==> src/rtl/ex_alu_unit_pkg.sv <==
// Shared constants for the execute-stage ALU: control codes, ALUOp and funct3 encodings.
// The SLT/SLTU codes are only generated when ALU_SLT_EN is defined.
package ex_alu_pkg;

  localparam logic [3:0] ALU_AND  = 4'b0000;
  localparam logic [3:0] ALU_OR   = 4'b0001;
  localparam logic [3:0] ALU_ADD  = 4'b0010;
  localparam logic [3:0] ALU_XOR  = 4'b0011;
  localparam logic [3:0] ALU_SLL  = 4'b0100;
  localparam logic [3:0] ALU_SRL  = 4'b0101;
  localparam logic [3:0] ALU_SUB  = 4'b0110;
  localparam logic [3:0] ALU_SLT  = 4'b0111;
  localparam logic [3:0] ALU_SLTU = 4'b1000;
  localparam logic [3:0] ALU_SRA  = 4'b1101;

  typedef enum logic [1:0] {
    ALUOP_MEM = 2'b00,
    ALUOP_BR  = 2'b01,
    ALUOP_R   = 2'b10,
    ALUOP_I   = 2'b11
  } aluop_e;

  localparam logic [2:0] F3_ADD  = 3'b000;
  localparam logic [2:0] F3_SLL  = 3'b001;
  localparam logic [2:0] F3_SLT  = 3'b010;
  localparam logic [2:0] F3_SLTU = 3'b011;
  localparam logic [2:0] F3_XOR  = 3'b100;
  localparam logic [2:0] F3_SR   = 3'b101;
  localparam logic [2:0] F3_OR   = 3'b110;
  localparam logic [2:0] F3_AND  = 3'b111;

  // Compare codes live alongside the shifter in the datapath and need the macro.
  function automatic logic is_cmp_code(input logic [3:0] code);
    return (code == ALU_SLT) || (code == ALU_SLTU);
  endfunction

endpackage

==> src/rtl/ex_alu_unit_if.sv <==
// Bundle of the execute-stage ALU signals; master drives operands/control, slave is the ALU.
interface ex_alu_unit_if #(
  parameter int N = 32
);

  logic         en;
  logic [1:0]   alu_op;
  logic [2:0]   funct3;
  logic         funct7_b5;
  logic [N-1:0] op_a;
  logic [N-1:0] op_b;
  logic [N-1:0] rs1_data;
  logic [N-1:0] rs2_data;
  logic         branch;
  logic [3:0]   alu_ctrl;
  logic [N-1:0] alu_result;
  logic         zero;
  logic [N-1:0] alu_result_q;
  logic         zero_q;
  logic         branch_taken;

  modport master (
    output en, alu_op, funct3, funct7_b5, op_a, op_b, rs1_data, rs2_data, branch,
    input  alu_ctrl, alu_result, zero, alu_result_q, zero_q, branch_taken
  );

  modport slave (
    input  en, alu_op, funct3, funct7_b5, op_a, op_b, rs1_data, rs2_data, branch,
    output alu_ctrl, alu_result, zero, alu_result_q, zero_q, branch_taken
  );

endinterface

==> src/rtl/ex_alu_unit_ctrl_dec.sv <==
// Combinational ALU control decoder: ALUOp/funct3/funct7[5] -> 4-bit control code.
// With ALU_SLT_EN undefined, funct3 010/011 fall back to ADD.
import ex_alu_pkg::*;

module ex_alu_ctrl_dec (
  input  logic [1:0] alu_op_i,
  input  logic [2:0] funct3_i,
  input  logic       funct7_b5_i,
  output logic [3:0] alu_ctrl_o
);

  logic is_r_type;

  assign is_r_type = (alu_op_i == ALUOP_R);

  // I-type arithmetic shares the R-type table except that funct7[5] never selects SUB.
  always_comb begin
    alu_ctrl_o = ALU_ADD;
    case (alu_op_i)
      ALUOP_MEM: alu_ctrl_o = ALU_ADD;
      ALUOP_BR:  alu_ctrl_o = ALU_SUB;
      default: begin
        case (funct3_i)
          F3_ADD:  alu_ctrl_o = (is_r_type && funct7_b5_i) ? ALU_SUB : ALU_ADD;
          F3_SLL:  alu_ctrl_o = ALU_SLL;
`ifdef ALU_SLT_EN
          F3_SLT:  alu_ctrl_o = ALU_SLT;
          F3_SLTU: alu_ctrl_o = ALU_SLTU;
`else
          F3_SLT:  alu_ctrl_o = ALU_ADD;
          F3_SLTU: alu_ctrl_o = ALU_ADD;
`endif
          F3_XOR:  alu_ctrl_o = ALU_XOR;
          F3_SR:   alu_ctrl_o = funct7_b5_i ? ALU_SRA : ALU_SRL;
          F3_OR:   alu_ctrl_o = ALU_OR;
          F3_AND:  alu_ctrl_o = ALU_AND;
          default: alu_ctrl_o = ALU_ADD;
        endcase
      end
    endcase
  end

endmodule

==> src/rtl/ex_alu_unit.sv <==
// Execute-stage ALU with registered result copy and ID-stage branch-equal resolution.
// Optional macro ALU_SLT_EN enables the SLT/SLTU compare operations.
import ex_alu_pkg::*;

module ex_alu_unit #(
  parameter int N = 32
) (
  input  logic          clk,
  input  logic          rst,
  ex_alu_unit_if.slave  bus_if
);

  logic [3:0]   alu_ctrl;
  logic [N-1:0] alu_result;
  logic         zero;
  logic [4:0]   shamt;
  logic [N-1:0] result_d;
  logic [N-1:0] result_q;
  logic         zero_d;
  logic         zero_q;

  ex_alu_ctrl_dec u_ctrl_dec (
    .alu_op_i    (bus_if.alu_op),
    .funct3_i    (bus_if.funct3),
    .funct7_b5_i (bus_if.funct7_b5),
    .alu_ctrl_o  (alu_ctrl)
  );

  assign shamt = bus_if.op_b[4:0];

  // Any code not listed (including compare codes when the macro is off) yields zero.
  always_comb begin
    alu_result = '0;
    case (alu_ctrl)
      ALU_AND:  alu_result = bus_if.op_a & bus_if.op_b;
      ALU_OR:   alu_result = bus_if.op_a | bus_if.op_b;
      ALU_XOR:  alu_result = bus_if.op_a ^ bus_if.op_b;
      ALU_ADD:  alu_result = bus_if.op_a + bus_if.op_b;
      ALU_SUB:  alu_result = bus_if.op_a - bus_if.op_b;
      ALU_SLL:  alu_result = bus_if.op_a << shamt;
      ALU_SRL:  alu_result = bus_if.op_a >> shamt;
      ALU_SRA:  alu_result = $signed(bus_if.op_a) >>> shamt;
`ifdef ALU_SLT_EN
      ALU_SLT:  alu_result = {{(N-1){1'b0}}, ($signed(bus_if.op_a) < $signed(bus_if.op_b))};
      ALU_SLTU: alu_result = {{(N-1){1'b0}}, (bus_if.op_a < bus_if.op_b)};
`endif
      default:  alu_result = '0;
    endcase
  end

  assign zero = (alu_result == '0);

  always_comb begin
    result_d = result_q;
    zero_d   = zero_q;
    if (bus_if.en) begin
      result_d = alu_result;
      zero_d   = zero;
    end
  end

  always_ff @(posedge clk or posedge rst) begin
    if (rst) begin
      result_q <= '0;
      zero_q   <= 1'b0;
    end else begin
      result_q <= result_d;
      zero_q   <= zero_d;
    end
  end

  assign bus_if.alu_ctrl     = alu_ctrl;
  assign bus_if.alu_result   = alu_result;
  assign bus_if.zero         = zero;
  assign bus_if.alu_result_q = result_q;
  assign bus_if.zero_q       = zero_q;
  assign bus_if.branch_taken = bus_if.branch & (bus_if.rs1_data == bus_if.rs2_data);

endmodule

==> src/flat_wrapper.sv <==
// flat-port wrapper written by rule: the top's interface ports become plain ports
module ex_alu_unit_flat 
#(
  parameter int N = 32
)
  (clk, rst, bus_if_en, bus_if_alu_op, bus_if_funct3, bus_if_funct7_b5, bus_if_op_a, bus_if_op_b, bus_if_rs1_data, bus_if_rs2_data, bus_if_branch, bus_if_alu_ctrl, bus_if_alu_result, bus_if_zero, bus_if_alu_result_q, bus_if_zero_q, bus_if_branch_taken);
  ex_alu_unit_if #(.N(N)) bus_if_i ();
  input  logic clk;
  input  logic rst;
  input wire logic [$bits(bus_if_i.en)-1:0] bus_if_en;
  input wire logic [$bits(bus_if_i.alu_op)-1:0] bus_if_alu_op;
  input wire logic [$bits(bus_if_i.funct3)-1:0] bus_if_funct3;
  input wire logic [$bits(bus_if_i.funct7_b5)-1:0] bus_if_funct7_b5;
  input wire logic [$bits(bus_if_i.op_a)-1:0] bus_if_op_a;
  input wire logic [$bits(bus_if_i.op_b)-1:0] bus_if_op_b;
  input wire logic [$bits(bus_if_i.rs1_data)-1:0] bus_if_rs1_data;
  input wire logic [$bits(bus_if_i.rs2_data)-1:0] bus_if_rs2_data;
  input wire logic [$bits(bus_if_i.branch)-1:0] bus_if_branch;
  output wire logic [$bits(bus_if_i.alu_ctrl)-1:0] bus_if_alu_ctrl;
  output wire logic [$bits(bus_if_i.alu_result)-1:0] bus_if_alu_result;
  output wire logic [$bits(bus_if_i.zero)-1:0] bus_if_zero;
  output wire logic [$bits(bus_if_i.alu_result_q)-1:0] bus_if_alu_result_q;
  output wire logic [$bits(bus_if_i.zero_q)-1:0] bus_if_zero_q;
  output wire logic [$bits(bus_if_i.branch_taken)-1:0] bus_if_branch_taken;
  assign bus_if_i.en = bus_if_en;
  assign bus_if_i.alu_op = bus_if_alu_op;
  assign bus_if_i.funct3 = bus_if_funct3;
  assign bus_if_i.funct7_b5 = bus_if_funct7_b5;
  assign bus_if_i.op_a = bus_if_op_a;
  assign bus_if_i.op_b = bus_if_op_b;
  assign bus_if_i.rs1_data = bus_if_rs1_data;
  assign bus_if_i.rs2_data = bus_if_rs2_data;
  assign bus_if_i.branch = bus_if_branch;
  assign bus_if_alu_ctrl = bus_if_i.alu_ctrl;
  assign bus_if_alu_result = bus_if_i.alu_result;
  assign bus_if_zero = bus_if_i.zero;
  assign bus_if_alu_result_q = bus_if_i.alu_result_q;
  assign bus_if_zero_q = bus_if_i.zero_q;
  assign bus_if_branch_taken = bus_if_i.branch_taken;
  ex_alu_unit #(.N(N)) u_core (.clk(clk), .rst(rst), .bus_if(bus_if_i));
endmodule
==> config.mk <==
export PLATFORM = sky130hd
export DESIGN_NAME = ex_alu_unit_flat
export DESIGN_NICKNAME = d
export VERILOG_FILES = /design/src/rtl/ex_alu_unit_pkg.sv /design/src/rtl/ex_alu_unit_if.sv /design/src/rtl/ex_alu_unit_ctrl_dec.sv /design/src/rtl/ex_alu_unit.sv /design/src/flat_wrapper.sv
export SDC_FILE = /design/constraint.sdc
export NUM_CORES = 1
export LEC_CHECK = 0
export ABC_AREA = 1
export CORE_ASPECT_RATIO = 2
export CORE_UTILIZATION = 55
export CTS_CLUSTER_SIZE = 14
export DETAILED_ROUTE_END_ITERATION = 7
export PLACE_DENSITY = 0.84
export SKIP_CTS_REPAIR_TIMING = 1
export SLEW_MARGIN = 5
export SYNTH_ARGS = -nofsm -noshare
export SYNTH_HDL_FRONTEND = slang
export SYNTH_SLANG_ARGS = --single-unit
==> constraint.sdc <==
create_clock -name clk -period 6.4 [get_ports clk]
set_clock_uncertainty 0.15 [all_clocks]
set_input_delay 1.28 -clock clk [delete_from_list [all_inputs] [get_ports clk]]
set_output_delay 1.28 -clock clk [all_outputs]
set_load 0.01 [all_outputs]
==> impl_metrics.py, run 1 <==
metrics = {
    "run_status": {
        "outcome": "did not finish",
        "lastStage": "5_1_grt",
        "error": "[ERROR GRT-0116] Global routing finished with congestion. Check the congestion regions in the DRC Viewer.",
    },
    "logic_synthesis": {
        "synth_top_cell_by_area": "nand2_1",
        "syn_avg_cell_area_um2": 5.147,
        "synth_warnings": 0,
        "synth-seq-area-share_pct": 7.615,
        "synth_edf_count": 0,
        "synth_top_area_share_pct": 26.48,
        "synth-main-ff-cell": "dfrtp_1",
        "synthDistinctLibCells": 44,
        "ys_ff_latch": 33,
        "synth.area.top_cells": "nand2_1 (26%), nand3_1 (17%), ha_1 (11%)",
        "syn_nets": 2343,
        "postSynthCellCount": 2107,
        "async_flop_share_pct": 100.0,
        "synth_area_um2": 10840,
    },
    "clock_tree": {
        "clock-sinks": 33,
        "cts_buffers": 5,
        "htree_num_levels": 2,
        "cts-root-buf": "clkbuf_16",
        "clockBufferDepth": 2,
    },
    "floorplanning": {
        "die_h_um": 200.6,
        "row_count": 72,
        "die_w_um": 101.3,
        "start_util_pct": 55.99,
        "ios": 209,
    },
    "global_route": {
        "grt_usage_pct": 56.01,
        "grt_first_pass_wirelength_um": 87210,
        "overflow": 2,
        "grt_max_degree": 66,
        "grt_pass1_vias": 17120,
    },
    "placement": {
        "portBuffers": 208,
        "placedInstanceArea_um2": 14680,
        "dp_hpwl_um": 41950,
        "dp_cells": 2737,
        "gp_congestion": 1.245,
    },
}
cells in the mapped netlist (3+ instances only):
library cell  number
dfrtp_1           33
buf_4              6
a221oi_1           7
o31ai_1            4
buf_1             12
inv_2              5
ha_1              97
o22ai_1            6
nor2_1           195
or2_2              9
nand2_2            3
nand3_1          373
o211ai_1           6
buf_6              6
nand4_1           36
nor3_1            11
o21ai_0           65
inv_1            249
nand3b_1          25
a21oi_1           52
and2_1             6
clkbuf_1          26
a31oi_1            9
buf_2             32
nand2_1          765
xor2_1            39
nor4_1             5
clkinv_1           3
through the flow:
step / hold WS [ps] / TNS, ps / util [%] / setup slack [ps]
after floorplan: 365.6 / 0 / - / 363.4
after global placement: 312.3 / -4542 / 75.81 / -692.5
after detailed placement: 316.8 / -6717 / 75.81 / -861.3
after CTS: 335.0 / -7289 / 76.55 / -872.0
metal layers:
metal / track usage [%] / overflow
met4: 62.22 / 2
met5: 4.359 / 0
met2: 81.24 / 0
met1: 53.50 / 0
met3: 26.74 / 0
logic make-up after synthesis:
group / Yosys count / share of synthesized area (%)
compound gates: 157 / 8.030
xor+xnor: 41 / 3.311
fa+ha+maj: 98 / 11.38
buf+inv: 340 / 12.78
flops: 33 / 7.615
simple gates: 1438 / 56.88
==> run 2: changes to the inputs <==
--- a/config.mk
+++ b/config.mk
@@ -6,11 +6,9 @@
 export NUM_CORES = 1
 export LEC_CHECK = 0
 export ABC_AREA = 1
-export CORE_ASPECT_RATIO = 2
-export CORE_UTILIZATION = 55
-export CTS_CLUSTER_SIZE = 14
+export CORE_UTILIZATION = 40
 export DETAILED_ROUTE_END_ITERATION = 7
-export PLACE_DENSITY = 0.84
+export PLACE_DENSITY_LB_ADDON = 0.15
 export SKIP_CTS_REPAIR_TIMING = 1
 export SLEW_MARGIN = 5
 export SYNTH_ARGS = -nofsm -noshare
==> impl_metrics.py, run 2 <==
metrics = {
    "logic_synthesis": {
        "ys_ff_latch": 33,
        "synth_top_area_share_pct": 26.48,
        "syn_avg_cell_area_um2": 5.147,
        "synthDistinctLibCells": 44,
        "synth-main-ff-cell": "dfrtp_1",
        "synth_most_common_cell": "nand2_1",
        "synth_warnings": 0,
        "synthTopCellsByCount": "nand2_1 (765), nand3_1 (373), inv_1 (249), nor2_1 (195), ha_1 (97)",
        "postSynthCellCount": 2107,
        "synth_area_um2": 10840,
        "synth_top_cell_by_area": "nand2_1",
        "synth.area.top_cells": "nand2_1 (26%), nand3_1 (17%), ha_1 (11%)",
        "async_flop_share_pct": 100.0,
        "synth_edf_count": 0,
        "synth-seq-area-share_pct": 7.615,
        "syn_nets": 2343,
    },
    "pwr": {
        "p_leak_uw": 0.008535,
        "combPwrFrac_pct": 79.2,
        "p_switching_uw": 1210,
        "vdd_drop_max_v": 0.0001035,
        "p_sw_share_pct": 49.32,
        "power_density_nw_per_um2": 157.2,
        "p_clk_share_pct": 9.4,
        "power.share.sequential_pct": 11.4,
        "p_int_uw": 1243,
    },
    "global_route": {
        "grt_first_pass_wirelength_um": 82660,
        "grt_usage_pct": 38.50,
        "overflow": 0,
        "antenna_found_initial": 1,
        "grt_max_degree": 66,
        "grt_pass1_vias": 14330,
    },
    "detailed_routing": {
        "highest_layer": "met5",
        "drc": 0,
        "wl_met2_um": 24200,
        "wl_met3_um": 4586,
        "via_count": 15690,
        "wirelength_um": 54940,
        "ant_nets": 0,
        "wl_met1_um": 22660,
        "via_per_inst": 5.516,
        "routedWlPerCell_um": 19.31,
        "dr.pass1.iters": 7,
        "drtIter0Drc": 1834,
    },
    "cells_and_area": {
        "final_util_pct": 59.21,
        "fin_cells": 2845,
        "regArea_um2": 825.8,
        "largest_register_ff_count": 32,
        "drive_gt1_share_pct": 16.41,
        "finalNetCount": 2745,
        "syn_to_final_growth_pct": 43.89,
        "most-common-layout-cells": "nand2_1 (743), nand3_1 (354), buf_4 (266)",
        "final_common_cell": "nand2_1",
        "n_antenna_cell": 0,
        "multi_input_area_um2": 9079,
        "fillCellCount": 2703,
    },
    "critical_path": {
        "crit_slowest_cell": "clkdlybuf4s50_1",
        "critPathKind": "in2out",
        "max_stage_delay_ps": 530,
        "crit_chain": "clkdlybuf4s50_1 > nand2_1 > nand2_2 > inv_2 > nand3_4 > buf_4 > o31ai_1 > buf_4 > xor2_1 > ha_1 > nand2_2 > nor2_4 > inv_1 > nor2_2 > nand2_2 > nand2_1 > buf_4 > nand2_1 > nand3b_1 > nand3_1 > nand3_2 > buf_4 > clkdlybuf4s50_1",
        "cp_common_cell": "buf_4",
        "cpLargestDelayFamily": "buffers and inverters",
        "arrival_ps": 5050,
        "r2r_start": "u_core.bus_if.alu_result_q[9]",
        "cp.required_ps": 4970,
        "start_kind": "input port",
        "critPathBufInv": 8,
        "critical_path.max_fanout": 5,
        "end_kind": "output port",
        "startpoint": "bus_if_funct3[2]",
    },
    "clock_tree": {
        "clock-sinks": 33,
        "path_clk_slew_ps": 50,
        "htree_num_levels": 2,
        "cts_tree": "done",
        "clockBufferDepth": 2,
        "clk_latency_ps": 270,
        "cts-root-buf": "clkbuf_16",
        "cts_buffers": 5,
    },
    "floorplanning": {
        "core_um2": 26350,
        "die_w_um": 166.7,
        "ios": 209,
        "die_h_um": 166.7,
        "row_count": 59,
        "start_util_pct": 41.15,
        "dieArea_um2": 27770,
    },
    "worst_hold_path": {
        "hold_class": "reg2reg",
        "hp-start": "u_core.bus_if.alu_result_q[24]",
    },
    "timing": {
        "layout_setup_ws_ps": -83.77,
        "tightest_slew_ps": 1034,
        "period_minus_slack_ps": 6484,
        "maxSlewHeadroom_pct": 30.84,
        "rsz0062_at_grt": "yes",
        "setup_viol": 6,
        "slew_violations": 0,
        "hold_violations": 0,
        "min_period_over_period_pct": 101.3,
        "fmax_mhz": 154.2,
    },
    "placement": {
        "portBuffers": 208,
        "gp_congestion": 1.057,
        "dp_cells": 2829,
        "dp_hpwl_um": 45840,
    },
    "job": {
        "drv_cap": 0,
    },
    "run_status": {
        "outcome": "complete, but fails checks",
        "violations": "setup timing",
    },
}
==> run 2: cell counts after synthesis <==
Identical to the previous run, type by type.
==> run 2: metal layers <==
| layer | vias up | GRT usage (%) |
|---|---|---|
| met5 | - | 0 |
| met4 | 2 | 20.33 |
| met3 | 145 | 5.371 |
| met2 | 828 | 62.17 |
| met1 | 7124 | 49.69 |
| li1 | 7594 | - |
==> run 2: per-stage QoR <==
step | TNS, ps | cell area, um2 | power, uW | hold slack (ps) | setup WS [ps]
after detailed placement | -9064 | 14920 | 2095 | 315.0 | -861.0
after floorplan | 0 | 10840 | 1121 | 365.6 | 363.4
after global placement | -8062 | 14920 | 2082 | 312.1 | -791.3
after CTS | -9470 | 15060 | 2332 | 330.1 | -878.9
after global routing | -2765 | 15600 | 2617 | 352.8 | -366.0
final | -364.9 | 15600 | 2453 | 326.3 | -83.77
==> run 2: cell families after synthesis <==
logic type,after synthesis,synth area share (%)
AO/OA/AOI/OAI,157,8.030
XOR/XNOR,41,3.311
adder cells (fa/ha/maj),98,11.38
buffers and inverters,340,12.78
flip-flops,33,7.615
AND/OR/NAND/NOR,1438,56.88
==> run 2: layout make-up <==
cell class	instances	area share, %
Sequential cell	33	5.292
Timing Repair Buffer	477	26.73
Inverter	258	6.222
Clock inverter	2	0.06415
Clock buffer	6	0.8259
Multi-Input combinational cell	1734	58.18
Tap cell	335	2.686
==> run 2: worst paths after layout <==
check / endpoint / slack [ps] / cells after the start
hold reg to reg: u_core.bus_if.alu_result_q[24] / 330 / 2
setup / recovery: bus_if_alu_result[18] / -80 / 23
hold / removal: u_core.bus_if.alu_result_q[24] / 330 / 2
max in group asynchronous: u_core.bus_if.alu_result_q[7] / 4540 / 3
min in group asynchronous: u_core.bus_if.alu_result_q[16] / 1260 / 3
setup reg to reg: u_core.bus_if.alu_result_q[9] / 5530 / 2
==> run 2: power by group through the flow <==
stage,Clock (uW),Sequential [uW],Combinational [uW]
6_report,230,281,1940
5_1_grt,245,287,2090
4_1_cts,233,281,1820
3_5_place_dp,0,284,1810
3_3_place_gp,0,282,1800
2_1_floorplan,0,305,816
==> run 2: worst reg2reg max path, delay by kind of cell (launching register included) <==
kind            cells  cell delay, ps
compound gates      1             110
flops               1             380
simple gates        1              60
(Power assumes the default switching activity.)
==> run 3: changes to the inputs <==
--- a/config.mk
+++ b/config.mk
@@ -6,8 +6,11 @@
 export NUM_CORES = 1
 export LEC_CHECK = 0
 export ABC_AREA = 1
-export CORE_UTILIZATION = 40
+export CELL_PAD_IN_SITES_DETAIL_PLACEMENT = 2
+export CELL_PAD_IN_SITES_GLOBAL_PLACEMENT = 2
+export CORE_UTILIZATION = 28
 export DETAILED_ROUTE_END_ITERATION = 7
+export GPL_ROUTABILITY_DRIVEN = 0
 export PLACE_DENSITY_LB_ADDON = 0.15
 export SKIP_CTS_REPAIR_TIMING = 1
 export SLEW_MARGIN = 5
==> constraint.sdc (replaced) <==
create_clock -name clk -period 8.1 [get_ports clk]
set_clock_uncertainty 0.15 [all_clocks]
set_input_delay 1.62 -clock clk [delete_from_list [all_inputs] [get_ports clk]]
set_output_delay 1.62 -clock clk [all_outputs]
set_load 0.01 [all_outputs]
==> impl_metrics.py, run 3 (synthesis gave the netlist of run 2 again) <==
metrics = {
    "critical_path": {
        "critical_path.max_fanout": 10,
        "arrival_ps": 6070,
        "end_kind": "output port",
        "critPathKind": "in2out",
        "cp.required_ps": 6330,
        "start_kind": "input port",
    },
    "cells_and_area": {
        "most-common-layout-cells": "nand2_1 (761), nand3_1 (370), inv_1 (248)",
        "largest_register_ff_count": 32,
        "n_antenna_cell": 0,
        "syn_to_final_growth_pct": 30.58,
        "final_util_pct": 37.42,
        "finalNetCount": 2579,
        "final_common_cell": "nand2_1",
        "fin_area_um2": 14160,
        "drive_gt1_share_pct": 7.295,
    },
    "floorplanning": {
        "start_util_pct": 28.66,
        "ios": 209,
        "dieArea_um2": 39520,
        "die_w_um": 198.8,
        "core_um2": 37840,
        "die_h_um": 198.8,
        "row_count": 71,
    },
    "clock_tree": {
        "clk_latency_ps": 280,
        "clockBufferDepth": 2,
        "cts-root-buf": "clkbuf_16",
        "cts_buffers": 5,
        "path_clk_slew_ps": 50,
        "clock-sinks": 33,
        "htree_num_levels": 2,
        "cts_tree": "done",
    },
    "placement": {
        "placedInstanceArea_um2": 13890,
        "dp_hpwl_um": 54960,
        "post-place-ws_ps": -289.8,
        "portBuffers": 208,
    },
    "timing": {
        "maxSlewHeadroom_pct": 28.13,
        "hold_violations": 0,
        "layout_setup_ws_ps": 258.2,
        "setup_viol": 0,
        "slew_violations": 0,
        "tightest_slew_ps": 1077,
        "hold_slack_ps": 339.4,
        "period_minus_slack_ps": 7842,
        "min_period_over_period_pct": 96.81,
        "fmax_mhz": 127.5,
    },
    "detailed_routing": {
        "via_count": 15600,
        "drc": 0,
        "ant_nets": 0,
        "dr.pass1.iters": 5,
        "drtIter0Drc": 939,
        "routedWlPerCell_um": 23.11,
        "via_per_inst": 5.464,
        "wirelength_um": 65980,
    },
    "worst_hold_path": {
        "hold_class": "reg2reg",
    },
    "global_route": {
        "grt_first_pass_wirelength_um": 99370,
        "grt_pass1_vias": 16680,
        "grt_usage_pct": 33.10,
        "overflow": 0,
        "grt_max_degree": 66,
        "antenna_found_initial": 1,
    },
    "job": {
        "drv_cap": 0,
    },
    "pwr": {
        "p_leak_uw": 0.007481,
        "power_density_nw_per_um2": 129.1,
        "vdd_drop_max_v": 0.00007510,
        "finalPower_uw": 1829,
    },
    "run_status": {
        "outcome": "complete, no violations",
    },
}
[run 3: cell type report]
cell class / count / area, um2
Clock buffer: 6 / 128.9
Clock inverter: 2 / 10.01
Fill cell: 4998 / 23680
Inverter: 258 / 970.9
Multi-Input combinational cell: 1734 / 8748
Sequential cell: 33 / 825.8
Tap cell: 511 / 639.4
Timing Repair Buffer: 311 / 2836
[run 3: final timing paths]
kind | from | endpoint | slack, ps | cells past startpoint
min reg2reg | u_core.bus_if.alu_result_q[19] | u_core.bus_if.alu_result_q[19] | 340 | 2
max in group asynchronous | rst | u_core.bus_if.alu_result_q[28] | 5860 | 3
max | bus_if_alu_op[1] | bus_if_zero | 260 | 24
min in group asynchronous | rst | u_core.bus_if.alu_result_q[5] | 1610 | 3
min | u_core.bus_if.alu_result_q[19] | u_core.bus_if.alu_result_q[19] | 340 | 2
max reg2reg | u_core.bus_if.alu_result_q[14] | u_core.bus_if.alu_result_q[14] | 7090 | 2
[run 3: critical path, cell delays in order]
cell and delay [ps]:
clkdlybuf4s50_1 590, inv_1 60, a21oi_1 170, nand2_1 190, nand3_4 160, buf_4 200, o21ai_0 120, xor2_1 160
ha_1 380, nand2_1 130, nor2_1 290, nand3_1 160, nand3_1 130, nand2_1 60, nand3_1 150, nand4_1 190
nor2_1 280, buf_4 180, nand2_1 50, nor2_1 140, nand2_1 80, nor2_1 210, and3_1 220, clkbuf_2 140
[run 3: power breakdown]
| group | total (uW) | switching (uW) | internal (uW) |
|---|---|---|---|
| registers | 226 | 24.2 | 202 |
| clock network | 187 | 74.3 | 113 |
| logic | 1420 | 880 | 535 |
[run 3: metal layers]
metal / vias to the layer above / track usage (%) / wire (um)
li1: 7251 / - / -
met1: 7670 / 41.29 / 28300
met2: 541 / 56.58 / 30680
met3: 137 / 2.798 / 3259
met4: 0 / 17.09 / 3741
met5: - / 0 / 0
[run 3: metrics by stage]
step,setup TNS (ps),cells
detailed placement,-289.8,2845
global route,-13.90,2855
finish,0,2855
floorplan,0,2107
global placement,-34.78,2845
CTS,-335.9,2853
==> run 4: changes to the inputs <==
--- a/config.mk
+++ b/config.mk
@@ -8,7 +8,7 @@
 export ABC_AREA = 1
 export CELL_PAD_IN_SITES_DETAIL_PLACEMENT = 2
 export CELL_PAD_IN_SITES_GLOBAL_PLACEMENT = 2
-export CORE_UTILIZATION = 28
+export CORE_UTILIZATION = 29
 export DETAILED_ROUTE_END_ITERATION = 7
 export GPL_ROUTABILITY_DRIVEN = 0
 export PLACE_DENSITY_LB_ADDON = 0.15
@@ -16,4 +16,5 @@
 export SLEW_MARGIN = 5
 export SYNTH_ARGS = -nofsm -noshare
 export SYNTH_HDL_FRONTEND = slang
+export SYNTH_HIERARCHICAL = 1
 export SYNTH_SLANG_ARGS = --single-unit
==> impl_metrics.py, run 4 <==
metrics = {
    "cells_and_area": {
        "fillCellCount": 4847,
        "n_antenna_cell": 0,
        "syn_to_final_growth_pct": 26.33,
        "drive_gt1_share_pct": 7.092,
        "finalNetCount": 2491,
        "most-common-layout-cells": "nand2_1 (687), nand3_1 (380), inv_1 (280)",
        "multi_input_area_um2": 8670,
        "final_common_cell": "nand2_1",
        "largest_register_ff_count": 32,
        "regArea_um2": 825.8,
    },
    "logic_synthesis": {
        "synthXorXnorAreaFrac_pct": 3.447,
        "synth-main-ff-cell": "dfrtp_1",
        "synth-seq-area-share_pct": 7.559,
        "synth_warnings": 6,
        "async_flop_share_pct": 100.0,
        "synth_mux_area_share_pct": 0,
        "synth_compound_area_share_pct": 9.461,
        "postSynthCellCount": 2062,
        "synthTopCellsByCount": "nand2_1 (690), nand3_1 (382), inv_1 (280), nor2_1 (175), ha_1 (97)",
        "syn_nets": 2298,
        "synth_top_family_by_area": "simple AND/OR/NAND/NOR gates",
        "syn_avg_cell_area_um2": 5.298,
        "synth_most_common_cell": "nand2_1",
        "synthAdderAreaFrac_pct": 11.29,
        "synth_top_area_share_pct": 23.71,
        "synth.area.top_cells": "nand2_1 (24%), nand3_1 (18%), ha_1 (11%)",
        "synth_top_cell_by_area": "nand2_1",
        "synth_area_um2": 10920,
        "synthDistinctLibCells": 58,
        "synth_edf_count": 0,
        "synthSimpleGateAreaFrac_pct": 54.38,
        "ys_ff_latch": 33,
    },
    "clock_tree": {
        "clk_latency_ps": 280,
        "cts_buffers": 5,
        "clock-sinks": 33,
        "clockBufferDepth": 2,
        "htree_num_levels": 2,
        "cts_tree": "done",
        "cts-root-buf": "clkbuf_16",
        "path_clk_slew_ps": 50,
    },
    "critical_path": {
        "cpLargestDelayFamily": "simple AND/OR/NAND/NOR gates",
        "crit_slowest_cell": "clkdlybuf4s50_1",
        "cp.required_ps": 6330,
        "max_stage_delay_ps": 530,
        "critPathKind": "in2out",
        "arrival_ps": 6060,
        "crit_chain": "clkdlybuf4s50_1 > inv_1 > nand3_1 > o21a_1 > inv_1 > nor2_1 > nand2_2 > buf_4 > nand2_1 > xor2_1 > inv_1 > ha_1 > nand2_1 > nor2_1 > nand2_1 > nand2_1 > inv_1 > nand3_1 > nand3_1 > nand3_1 > buf_4 > clkdlybuf4s50_1",
        "critPathBufInv": 8,
        "critical_path.max_fanout": 14,
        "start_kind": "input port",
        "end_kind": "output port",
    },
    "detailed_routing": {
        "ant_nets": 0,
        "routedWlPerCell_um": 23.04,
        "dr.pass1.iters": 5,
        "via_count": 15030,
        "drtIter0Drc": 860,
        "wirelength_um": 63590,
        "drc": 0,
        "via_per_inst": 5.447,
    },
    "timing": {
        "fmax_mhz": 127.8,
        "maxSlewHeadroom_pct": 29.75,
        "layout_setup_ws_ps": 274.5,
        "setup-tns-final_ps": 0,
        "min_period_over_period_pct": 96.61,
        "slew_violations": 0,
        "tightest_slew_ps": 1050,
        "period_minus_slack_ps": 7825,
        "hold_violations": 0,
        "setup_viol": 0,
        "rsz0062_at_grt": "no",
    },
    "floorplanning": {
        "ios": 209,
        "die_h_um": 196.1,
        "dieArea_um2": 38450,
        "die_w_um": 196.1,
        "core_um2": 36870,
        "row_count": 70,
        "start_util_pct": 29.63,
    },
    "worst_hold_path": {
        "hold_class": "reg2reg",
    },
    "pwr": {
        "vdd_drop_max_v": 0.00007068,
        "p_leak_uw": 0.007392,
        "power_density_nw_per_um2": 124.3,
        "finalPower_uw": 1715,
    },
    "placement": {
        "dp_hpwl_um": 53840,
        "portBuffers": 208,
        "post-place-ws_ps": -280.7,
    },
    "global_route": {
        "grt_usage_pct": 32.39,
        "antenna_found_initial": 0,
        "grt_pass1_vias": 16060,
        "grt_first_pass_wirelength_um": 95500,
        "overflow": 0,
        "grt_max_degree": 62,
    },
    "run_status": {
        "outcome": "complete, no violations",
    },
    "job": {
        "drv_cap": 0,
    },
}
-- run 4: changes by cell type after synthesis, sizes merged, moves of 11 or more --
cell,change
nand3,+11
nand4,-19
nand3b,-17
nand2,-51
o21ai,-11
inv,+32
-- run 4: per-layer routing --
metal | vias to the layer above | GRT usage (%) | wire (um)
met1 | 7501 | 41.16 | 27720
met5 | - | 0 | 0
met3 | 85 | 2.733 | 2801
met4 | 0 | 10.56 | 2238
met2 | 439 | 57.35 | 30830
li1 | 7009 | - | -
-- run 4: report_power, final --
group / total, uW / switching, uW / internal, uW
Clock: 187 / 74.4 / 113
Sequential: 226 / 24.7 / 201
Combinational: 1300 / 824 / 478
Total: 1710 / 923 / 792
-- run 4: logic make-up (layout without fill, tap and decap cells) --
kind of cell | after synthesis | after routing
buf+inv | 362 | 556
xor+xnor | 43 | 43
flops | 33 | 33
compound gates | 171 | 171
fa+ha+maj | 98 | 98
simple gates | 1355 | 1355
-- run 4: final timing paths --
check / start / endpoint / slack, ps / cells after the start
min: u_core/bus_if.zero_q / u_core/bus_if.zero_q / 340 / 2
max in group asynchronous: rst / u_core/bus_if.alu_result_q[8] / 5810 / 3
min in group asynchronous: rst / u_core/bus_if.alu_result_q[27] / 1650 / 3
min reg2reg: u_core/bus_if.zero_q / u_core/bus_if.zero_q / 340 / 2
max: bus_if_funct3[1] / bus_if_alu_result[18] / 270 / 22
max reg2reg: u_core/bus_if.alu_result_q[15] / u_core/bus_if.alu_result_q[15] / 7100 / 2
-- run 4: layout make-up --
| type | instances | area share (%) |
|---|---|---|
| Clock buffer | 5 | 0.9066 |
| Clock inverter | 3 | 0.1269 |
| Inverter | 290 | 7.915 |
| Multi-Input combinational cell | 1667 | 62.82 |
| Sequential cell | 33 | 5.984 |
| Tap cell | 504 | 4.569 |
| Timing Repair Buffer | 258 | 17.68 |
-- run 4: through the flow --
stage | hold WS, ps | instances | util, % | instance area [um2]
after CTS | 345.4 | 2755 | 37.12 | 13690
after floorplan | 365.7 | 2062 | - | 10920
final | 341.8 | 2760 | 37.43 | 13800
after detailed placement | 330.5 | 2747 | 36.73 | 13540
after global routing | 372.6 | 2760 | 37.43 | 13800
after global placement | 318.5 | 2747 | 36.73 | 13540
-- run 4: tightest hold or removal path: stages, from the launching register on --
cell and delay (ps):
dfrtp_1 350, nand2_1 60, nand2_1 50
